**src/rtl/cpu_ctrl_pkg.sv**
```systemverilog
// ============================================================================
// Module  : cpu_ctrl_pkg
// Brief   : Shared encodings for the multi-cycle MIPS-subset control sequencer
// Revision: 1.0 - initial release
// ============================================================================
`default_nettype none

package cpu_ctrl_pkg;

  typedef enum logic [2:0] {
    c_st_reset  = 3'd0,
    c_st_fetch  = 3'd1,
    c_st_decode = 3'd2,
    c_st_exec   = 3'd3,
    c_st_mem    = 3'd4,
    c_st_wb     = 3'd5,
    c_st_trap   = 3'd6
  } state_t;

  localparam logic [5:0] c_op_rtype = 6'h00;
  localparam logic [5:0] c_op_j     = 6'h02;
  localparam logic [5:0] c_op_jal   = 6'h03;
  localparam logic [5:0] c_op_beq   = 6'h04;
  localparam logic [5:0] c_op_bne   = 6'h05;
  localparam logic [5:0] c_op_addi  = 6'h08;
  localparam logic [5:0] c_op_addiu = 6'h09;
  localparam logic [5:0] c_op_slti  = 6'h0A;
  localparam logic [5:0] c_op_andi  = 6'h0C;
  localparam logic [5:0] c_op_ori   = 6'h0D;
  localparam logic [5:0] c_op_lw    = 6'h23;
  localparam logic [5:0] c_op_sw    = 6'h2B;

  localparam logic [5:0] c_fn_sll  = 6'h00;
  localparam logic [5:0] c_fn_srl  = 6'h02;
  localparam logic [5:0] c_fn_sra  = 6'h03;
  localparam logic [5:0] c_fn_jr   = 6'h08;
  localparam logic [5:0] c_fn_jalr = 6'h09;
  localparam logic [5:0] c_fn_add  = 6'h20;
  localparam logic [5:0] c_fn_addu = 6'h21;
  localparam logic [5:0] c_fn_sub  = 6'h22;
  localparam logic [5:0] c_fn_subu = 6'h23;
  localparam logic [5:0] c_fn_and  = 6'h24;
  localparam logic [5:0] c_fn_or   = 6'h25;
  localparam logic [5:0] c_fn_xor  = 6'h26;
  localparam logic [5:0] c_fn_nor  = 6'h27;
  localparam logic [5:0] c_fn_slt  = 6'h2A;

  localparam logic [3:0] c_alu_and  = 4'b0000;
  localparam logic [3:0] c_alu_or   = 4'b0001;
  localparam logic [3:0] c_alu_addu = 4'b0010;
  localparam logic [3:0] c_alu_xor  = 4'b0011;
  localparam logic [3:0] c_alu_nor  = 4'b0100;
  localparam logic [3:0] c_alu_subu = 4'b0110;
  localparam logic [3:0] c_alu_slt  = 4'b0111;
  localparam logic [3:0] c_alu_sll  = 4'b1000;
  localparam logic [3:0] c_alu_srl  = 4'b1001;
  localparam logic [3:0] c_alu_sra  = 4'b1010;
  localparam logic [3:0] c_alu_add  = 4'b1011;
  localparam logic [3:0] c_alu_sub  = 4'b1110;

  localparam logic [1:0] c_pc_plus4  = 2'b00;
  localparam logic [1:0] c_pc_jump   = 2'b01;
  localparam logic [1:0] c_pc_branch = 2'b10;
  localparam logic [1:0] c_pc_reg    = 2'b11;

endpackage

`default_nettype wire

```
**src/rtl/alu_op_decode.sv**
```systemverilog
// ============================================================================
// Module  : alu_op_decode
// Brief   : Maps {op, funct} to an ALU opcode and flags undecodable encodings
// Revision: 1.0 - initial release
// ============================================================================
`default_nettype none

module alu_op_decode
  import cpu_ctrl_pkg::*;
(
  input  logic [5:0] i_op,
  input  logic [5:0] i_funct,
  output logic [3:0] o_alu_op,
  output logic       o_legal
);

  always_comb begin
    o_alu_op = c_alu_and;
    o_legal  = 1'b0;
    case (i_op)
      c_op_rtype: begin
        o_legal = 1'b1;
        case (i_funct)
          c_fn_sll:  o_alu_op = c_alu_sll;
          c_fn_srl:  o_alu_op = c_alu_srl;
          c_fn_sra:  o_alu_op = c_alu_sra;
          c_fn_jr:   o_alu_op = c_alu_addu;
          c_fn_jalr: o_alu_op = c_alu_addu;
          c_fn_add:  o_alu_op = c_alu_add;
          c_fn_addu: o_alu_op = c_alu_addu;
          c_fn_sub:  o_alu_op = c_alu_sub;
          c_fn_subu: o_alu_op = c_alu_subu;
          c_fn_and:  o_alu_op = c_alu_and;
          c_fn_or:   o_alu_op = c_alu_or;
          c_fn_xor:  o_alu_op = c_alu_xor;
          c_fn_nor:  o_alu_op = c_alu_nor;
          c_fn_slt:  o_alu_op = c_alu_slt;
          default:   o_legal  = 1'b0;
        endcase
      end
      c_op_j, c_op_jal:   o_legal = 1'b1;
      c_op_beq, c_op_bne: begin o_alu_op = c_alu_sub;  o_legal = 1'b1; end
      c_op_addi:          begin o_alu_op = c_alu_add;  o_legal = 1'b1; end
      c_op_addiu:         begin o_alu_op = c_alu_addu; o_legal = 1'b1; end
      c_op_slti:          begin o_alu_op = c_alu_slt;  o_legal = 1'b1; end
      c_op_andi:          begin o_alu_op = c_alu_and;  o_legal = 1'b1; end
      c_op_ori:           begin o_alu_op = c_alu_or;   o_legal = 1'b1; end
      c_op_lw, c_op_sw:   begin o_alu_op = c_alu_add;  o_legal = 1'b1; end
      default:            o_legal = 1'b0;
    endcase
  end

endmodule

`default_nettype wire

```
**src/rtl/multicycle_ctrl.sv**
```systemverilog
// ============================================================================
// Module  : multicycle_ctrl
// Brief   : FETCH/DECODE/EXEC/MEM/WB control FSM with memory wait timeout
// Revision: 1.0 - initial release
// ============================================================================
`default_nettype none

module multicycle_ctrl
  import cpu_ctrl_pkg::*;
#(
  parameter int MEM_TIMEOUT = 15
) (
  input  logic       clk,
  input  logic       rst_n,
  input  logic [5:0] ir_op,
  input  logic [5:0] ir_funct,
  input  logic       alu_zero,
  input  logic       mem_ready,
  output logic       mem_req,
  output logic       mem_wren,
  output logic       mem_addr_sel,
  output logic       ir_wren,
  output logic       pc_wren,
  output logic [1:0] pc_src,
  output logic       reg_file_wren,
  output logic       reg_file_dmux_sel,
  output logic       reg_file_rmux_sel,
  output logic       alu_mux_sel,
  output logic [3:0] alu_op,
  output logic       retire,
  output logic       trap,
  output logic       illegal_instr
);

  localparam logic [7:0] c_wait_last = 8'(MEM_TIMEOUT - 1);

  state_t     r_state;
  logic [7:0] r_wait;
  logic       r_illegal;

  logic [3:0] w_alu_op;
  logic       w_legal;
  logic       w_req_state;
  logic       w_stall;
  logic       w_timeout;
  logic       w_rtype;
  logic       w_is_lw;
  logic       w_is_sw;
  logic       w_is_br;
  logic       w_is_jr;
  logic       w_is_jalr;

  alu_op_decode u_alu_op_decode (
    .i_op     (ir_op),
    .i_funct  (ir_funct),
    .o_alu_op (w_alu_op),
    .o_legal  (w_legal)
  );

  assign w_rtype     = (ir_op == c_op_rtype);
  assign w_is_lw     = (ir_op == c_op_lw);
  assign w_is_sw     = (ir_op == c_op_sw);
  assign w_is_br     = (ir_op == c_op_beq) || (ir_op == c_op_bne);
  assign w_is_jr     = w_rtype && (ir_funct == c_fn_jr);
  assign w_is_jalr   = w_rtype && (ir_funct == c_fn_jalr);
  assign w_req_state = (r_state == c_st_fetch) || (r_state == c_st_mem);
  assign w_stall     = w_req_state && !mem_ready;
  // A mem_ready on the limit cycle suppresses the timeout.
  assign w_timeout   = w_stall && (r_wait == c_wait_last);

  always_ff @(posedge clk or negedge rst_n) begin
    if (!rst_n) begin
      r_state   <= c_st_reset;
      r_wait    <= 8'd0;
      r_illegal <= 1'b0;
    end else begin
      r_wait <= w_stall ? r_wait + 8'd1 : 8'd0;
      case (r_state)
        c_st_reset: r_state <= c_st_fetch;
        c_st_fetch: begin
          if (mem_ready)      r_state <= c_st_decode;
          else if (w_timeout) r_state <= c_st_trap;
        end
        c_st_decode: begin
          if (!w_legal) begin
            r_state   <= c_st_trap;
            r_illegal <= 1'b1;
          end else if ((ir_op == c_op_j) || (ir_op == c_op_jal)) begin
            r_state <= c_st_fetch;
          end else begin
            r_state <= c_st_exec;
          end
        end
        c_st_exec: begin
          if (w_is_br || w_is_jr || w_is_jalr) r_state <= c_st_fetch;
          else if (w_is_lw || w_is_sw)         r_state <= c_st_mem;
          else                                 r_state <= c_st_wb;
        end
        c_st_mem: begin
          if (mem_ready)      r_state <= w_is_sw ? c_st_fetch : c_st_wb;
          else if (w_timeout) r_state <= c_st_trap;
        end
        c_st_wb:   r_state <= c_st_fetch;
        c_st_trap: r_state <= c_st_trap;
        default:   r_state <= c_st_reset;
      endcase
    end
  end

  // Outputs follow the state directly so reset removes them without a clock.
  always_comb begin
    mem_req           = 1'b0;
    mem_wren          = 1'b0;
    mem_addr_sel      = 1'b0;
    ir_wren           = 1'b0;
    pc_wren           = 1'b0;
    pc_src            = c_pc_plus4;
    reg_file_wren     = 1'b0;
    reg_file_dmux_sel = 1'b0;
    reg_file_rmux_sel = 1'b0;
    alu_mux_sel       = 1'b0;
    alu_op            = c_alu_and;
    retire            = 1'b0;
    trap              = (r_state == c_st_trap);
    illegal_instr     = r_illegal;
    case (r_state)
      c_st_fetch: begin
        alu_mux_sel = w_rtype;
        mem_req     = 1'b1;
        ir_wren     = mem_ready;
        pc_wren     = mem_ready;
      end
      c_st_decode: begin
        alu_mux_sel = w_rtype;
        if (ir_op == c_op_j || ir_op == c_op_jal) begin
          pc_wren       = 1'b1;
          pc_src        = c_pc_jump;
          retire        = 1'b1;
          reg_file_wren = (ir_op == c_op_jal);
        end
      end
      c_st_exec: begin
        alu_mux_sel = w_rtype;
        alu_op      = w_alu_op;
        if (w_is_br) begin
          pc_wren = (ir_op == c_op_beq) ? alu_zero : !alu_zero;
          pc_src  = c_pc_branch;
          retire  = 1'b1;
        end else if (w_is_jr || w_is_jalr) begin
          pc_wren       = 1'b1;
          pc_src        = c_pc_reg;
          retire        = 1'b1;
          reg_file_wren = w_is_jalr;
        end
      end
      c_st_mem: begin
        alu_mux_sel  = w_rtype;
        alu_op       = c_alu_add;
        mem_req      = 1'b1;
        mem_addr_sel = 1'b1;
        mem_wren     = w_is_sw;
        retire       = mem_ready && w_is_sw;
      end
      c_st_wb: begin
        alu_mux_sel       = w_rtype;
        reg_file_wren     = 1'b1;
        reg_file_dmux_sel = !w_is_lw;
        reg_file_rmux_sel = w_rtype;
        retire            = 1'b1;
      end
      default: ;
    endcase
  end

endmodule

`default_nettype wire
```
**config.mk**
```make
export PLATFORM = sky130hd
export DESIGN_NAME = multicycle_ctrl
export DESIGN_NICKNAME = d
export VERILOG_FILES = /design/src/rtl/cpu_ctrl_pkg.sv /design/src/rtl/alu_op_decode.sv /design/src/rtl/multicycle_ctrl.sv
export SDC_FILE = /design/constraint.sdc
export NUM_CORES = 1
export LEC_CHECK = 0
export CORE_UTILIZATION = 44
export DETAILED_ROUTE_END_ITERATION = 7
export HOLD_SLACK_MARGIN = 0.12
export PLACE_DENSITY_LB_ADDON = 0.3
export SLEW_MARGIN = 30
export SYNTH_ARGS = -nofsm -noshare
export SYNTH_HDL_FRONTEND = slang
export SYNTH_SLANG_ARGS = --single-unit
```
**constraint.sdc**
```tcl
create_clock -name clk -period 1.8 [get_ports clk]
set_input_delay 0.36 -clock clk [delete_from_list [all_inputs] [get_ports clk]]
set_output_delay 0.36 -clock clk [all_outputs]
set_load 0.01 [all_outputs]
```
### Word level (Yosys, flattened, before mapping)

Cells that the tools add are included.

| cells by class | value |
|---|---|
| add/subtract/negate cells | 1 |
| equality and inequality tests | 31 |
| muxes and demuxes | 37 |
| bitwise gates (word level) | 1 |
| reductions and logical operators | 27 |

Operators with widths:

| operator | number |
|---|---|
| 6-bit == test, second input constant | 11 |
| 4-bit case mux with 11 select lines | 1 |
| 6-bit by 4-bit == test with 1-bit output, second input constant | 7 |
| 6-bit by 2-bit == test with 1-bit output, second input constant | 4 |
| 4-bit case mux with 6 select lines | 1 |
| 1-bit 2-to-1 mux | 18 |
| 3-bit 2-to-1 mux | 6 |
| 3-bit case mux with 6 select lines | 1 |
| 14-bit OR reduction | 1 |
| 6-bit by 3-bit == test with 1-bit output, second input constant | 2 |
| 6-bit zero test | 2 |
| 11-bit OR reduction | 1 |
| 3-bit == test, second input constant | 3 |
| 8-bit by 1-bit adder with 8-bit output, second input constant | 1 |
| 8-bit by 4-bit == test with 1-bit output, second input constant | 1 |
| 8-bit 2-to-1 mux | 1 |
| 4-bit case mux with 2 select lines | 1 |
| 1-bit logical OR | 7 |
| 3-bit by 2-bit == test with 1-bit output, second input constant | 2 |
| 2-bit 2-to-1 mux | 3 |
| 1-bit case mux with 3 select lines | 2 |
| 2-bit OR reduction | 3 |
| 3-bit OR reduction | 2 |
| 1-bit logical AND | 5 |
| other kinds (9) | 11 |

| storage, ports and cells | value |
|---|---|
| bits in registers | 12 |
| input bits | 16 |
| output and inout port bits | 18 |
| logic and storage cells | 100 |

### Logic depth before layout (Yosys ltp)

| logic depth | value |
|---|---|
| depth after elaboration | 7 |
| mapped depth | 7 |
| depth with buffers taken out | 6 |

### By module

From an unflattened synthesis, not the netlist that was laid out.

| unflattened totals | value |
|---|---|
| cell total of the unflattened synthesis | 168 |
| area, all modules | 1305.0 um^2 |

Modules (own cells, without submodules):

| module | times used | cells an instance | area each (um^2) | sequential area each (um^2) |
|---|---|---|---|---|
| multicycle_ctrl | 1 | 109 | 923.4 | 300.3 |
| alu_op_decode | 1 | 59 | 381.6 | 0.0 |

### Least setup slack after synthesis

OpenSTA, ideal clock, no wires.

| path | value |
|---|---|
| path type | input -> output |
| from | input port ir_funct[1] |
| to | output port alu_op[2] |
| arrival | 1.522 ns |
| data required time | 1.440 ns |
| path slack | -0.082 ns |
| cell stages on the path | 6 |
| path buffers | 1 |
| path through | buf_6 nor4b_4 nor2_2 a311oi_2 nand4_1 a21oi_1 |

| between the ends | value |
|---|---|
| cells in the longest elaborated chain, start to end | 5 |
| elaborated cells on any way between the ends | 17 |
| those cells by class | eq/ne: 12; mux: 3; reduce/logical: 2 |

Ends and longest elaborated chain:

| item | line | text |
|---|---|---|
| start, declared | multicycle_ctrl.sv:16 | `input logic [5:0] ir_funct,` |
| 6-bit by 4-bit == test with 1-bit output or 6-bit == test (tied branches) | alu_op_decode.sv:23 | `case (i_funct)` |
| 3-bit OR reduction (no source line) | -- |  |
| 4-bit case mux with 11 select lines * | alu_op_decode.sv:23 |  |
| 4-bit case mux with 6 select lines * | alu_op_decode.sv:20 | `case (i_op)` |
| 4-bit case mux with 2 select lines * | multicycle_ctrl.sv:126 | `case (r_state)` |
| end, declared | multicycle_ctrl.sv:29 | `output logic [3:0] alu_op,` |

Every way passes the cells marked *; elsewhere a longest branch is shown, timed or not.

### Worst setup path in the final report

| path | value |
|---|---|
| from | input port ir_funct[0] |
| to | output port alu_op[2] |

Same word-level chain as after synthesis.

==> reports/qor.csv <==
stage;metric;value;unit
critical_path;timing.rr.start;r_state[0];
global_routing;gr-total-overflow;0;
clock_network;cts_buffers;3;
global_routing;use_met1;35.3;%
drt;wl_per_cell;17.7;um
timing;hold_viol;0;
drt;ant_nets;0;
critical_path;rrSetupSlack;10;ps
floorplan;fp.dieH;57.4;um
drt;firstDrtPassIters;6;
yosys;synth-seq-cells;12;
critical_path;critPathKind;input port to output port;
floorplan;die_width;57.4;um
finish;final_cells;302;
critical_path;cp.arrival;1850;ps
yosys;synthFlopType;dfrtp_1;
yosys;synth.distinct_cells;55;
power;peakVddDrop;942;uV
hold_path;min_path_type;input port to async pin;
finish;nets;291;
clock_network;cts_tree;yes;
power;total_power;1.87;mW
critical_path;r2r_end;r_state[2];
yosys;syn_area_per_cell;7.84;um^2
timing;fin_hold_ws;431;ps
yosys;async_flop_share;100;%
critical_path;crit_chain;dlygate4sd2_1, a211o_1, a311oi_2, buf_4, nand4_1, a21oi_2, buf_2;
timing;period_minus_slack;2210;ps
critical_path;critical-path-slowest-cell;a311oi_2;
job;cap_violations;0;
global_routing;grtUsageMet2;53.0;%
clock_network;cts_buffer_depth;2;
critical_path;crit_path_max_incr_delay;350;ps
clock_network;clockRootBuffer;clkbuf_4;
finish;fillers;167;
finish;final_area;2350;um^2
placement;hpwlAfterDp;3290;um
timing;fmax;453;MHz
global_routing;antenna_found_initial;0;
timing;tightest_slew;522;ps
yosys;ys_seq_area_share;22.3;%
placement;io_buffer_count;33;
yosys;yosysWarnings;0;
placement;placed_cells;273;
global_routing;grt_max_degree;13;
status;status;finished, violations left;
floorplan;rows;19;
clock_network;clk_pin_slew;80;ps
floorplan;io_pins;34;
floorplan;core_region_area;2830;um^2
clock_network;postCtsHoldBufs;0;
power;leakage;1.10;nW
placement;gp_congestion;0.884;
timing;final.setup.worst_slack;-408;ps
timing;fin_crit_sh;123;%
critical_path;crit_path_end_kind;output port;
timing;setup_viol_count_final;13;
critical_path;start_kind;input port;
critical_path;r2r_cells;7;
yosys;synth_nets;191;
drt;vias;1796;
global_routing;grt_pass1_vias;1683;
timing;relSlewSlack;65.1;%
floorplan;start_util;47.7;%
global_routing;grt_pass1_wl;7470;um
clock_network;cts_sinks;12;
power;powerDensity;796;nW/um^2
critical_path;required;1440;ps
global_routing;track_usage;29.1;%
drt;wl;5340;um
drt;routed_via_density;5.95;
finish;drive_above_1_share;52.0;%
drt;drtIter0Drc;94;
placement;dpl_worst_slack;-1130;ps
clock_network;worstSkewPairLatency;270;ps
yosys;synth_edf_count;0;
global_routing;grt_use_met3;1.59;%
yosys;syn_area;1350;um^2
finish;area_growth_syn_to_layout;74.6;%
drt;drc_errors;1;
clock_network;htreeDepth;1;
critical_path;path_max_fanout;4;
timing;slew_viol_final;0;
timing;fin_skew;5.02;ps
finish;antenna_cells;0;
yosys;synth_cells;172;
placement;placedInstanceArea;2050;um^2
global_routing;grt_busiest_layer;met2;
floorplan;dieArea;3290;um^2
timing;grt_setup_unrepaired;yes;
status;violations;design-rule violations, negative setup slack;
Yosys cell counts (3+ instances only):
cell type / n / area, um^2
o31ai_1: 4 / 30.0
or3_1: 3 / 18.8
inv_1: 9 / 33.8
nand2_1: 8 / 30.0
nor3b_2: 3 / 37.5
buf_2: 8 / 40.0
nor2b_1: 4 / 25.0
nand2b_1: 4 / 25.0
ha_1: 3 / 37.5
o21ai_1: 6 / 30.0
xor2_1: 5 / 43.8
a21oi_1: 11 / 55.1
a221o_1: 3 / 30.0
nand3_1: 4 / 20.0
nor2_1: 19 / 71.3
nor3_1: 4 / 20.0
nand4_1: 4 / 25.0
dfrtp_1: 12 / 300
and2_1: 3 / 18.8
xnor2_1: 4 / 35.0
nand4b_1: 3 / 26.3
o21ai_0: 7 / 35.0
metrics by stage:
step	TNS [ps]	util [%]
4_1_cts	-3070	79.2
2_1_floorplan	-113	-
3_3_place_gp	-13150	72.3
5_1_grt	-4160	83.2
3_5_place_dp	-13660	72.3
6_report	-3300	83.2
how the worst max path moves through the flow:
stage	start	to	slack, ps	depth (start not counted)
2_1_floorplan	ir_op[3]	alu_op[0]	-30	6
4_1_cts	ir_funct[5]	alu_op[2]	-390	9
3_3_place_gp	ir_funct[5]	pc_wren	-1100	8
5_1_grt	ir_funct[5]	pc_wren	-450	8
3_5_place_dp	ir_funct[1]	alu_op[2]	-1130	7
6_report	ir_funct[0]	alu_op[2]	-410	7
area by class of cell:
type | count | area [um^2] | share of cell area [%]
clock buffers | 4 | 36.3 | 1.54
flip-flops and latches | 12 | 303 | 12.9
inverters | 11 | 41.3 | 1.75
well taps | 31 | 38.8 | 1.65
repair buffers | 108 | 876 | 37.2
multi-input cells | 136 | 1060 | 45.0
layout by cell type (no fill, tap or decap), types with 6 or more instances in the layout:
| cell type | n |
|---|---|
| buf_4 | 65 |
| buf_6 | 18 |
| nor2_1 | 17 |
| buf_2 | 15 |
| dfrtp_1 | 10 |
| inv_1 | 9 |
| a21oi_1 | 7 |
| o21ai_1 | 6 |
| o21ai_0 | 6 |
power by group:
part	leakage, nW	total [mW]	internal, mW	switching, mW
registers	0.154	0.405	0.320	0.0849
clock network	0.0210	0.211	0.123	0.0882
logic	0.925	1.26	0.659	0.599
total	1.10	1.87	1.10	0.772
flip-flops by register name, indices dropped and copies added (netlist names):
signal	count
r_state	3
r_wait	8
illegal_instr	1
per-layer routing:
metal,wire (um),vias to the layer above,part of all wire (%)
met3,321,30,6.0
met1,2020,839,38
met5,0,-,0
met2,2740,99,51
met4,263,0,4.9
li1,-,828,-
logic make-up (layout without fill, tap and decap cells):
group	after synthesis	in the layout	synth area share, %
AOI/OAI and AO/OA	53	53	27.9
xor gates and xnor gates	9	9	5.84
adders and majority gates	3	3	2.78
buffers and inverters	24	123	8.81
DFF	12	12	22.3
muxes	2	2	1.48
and+or+nand+nor	69	69	30.9
critical path: cells and delay by family:
family / cells / cell delay, ps
AOI/OAI and AO/OA: 3 / 780
and+or+nand+nor: 1 / 100
buffers and inverters: 3 / 600
what timing repair did:
action	in CTS	in global routing
hold endpoints to repair	0	0
resized for setup	132	32
pin swaps	20	21
setup buffers	22	8
endpoints found under the setup margin	19	16
No activity file was read; power rests on OpenSTA's default activity.
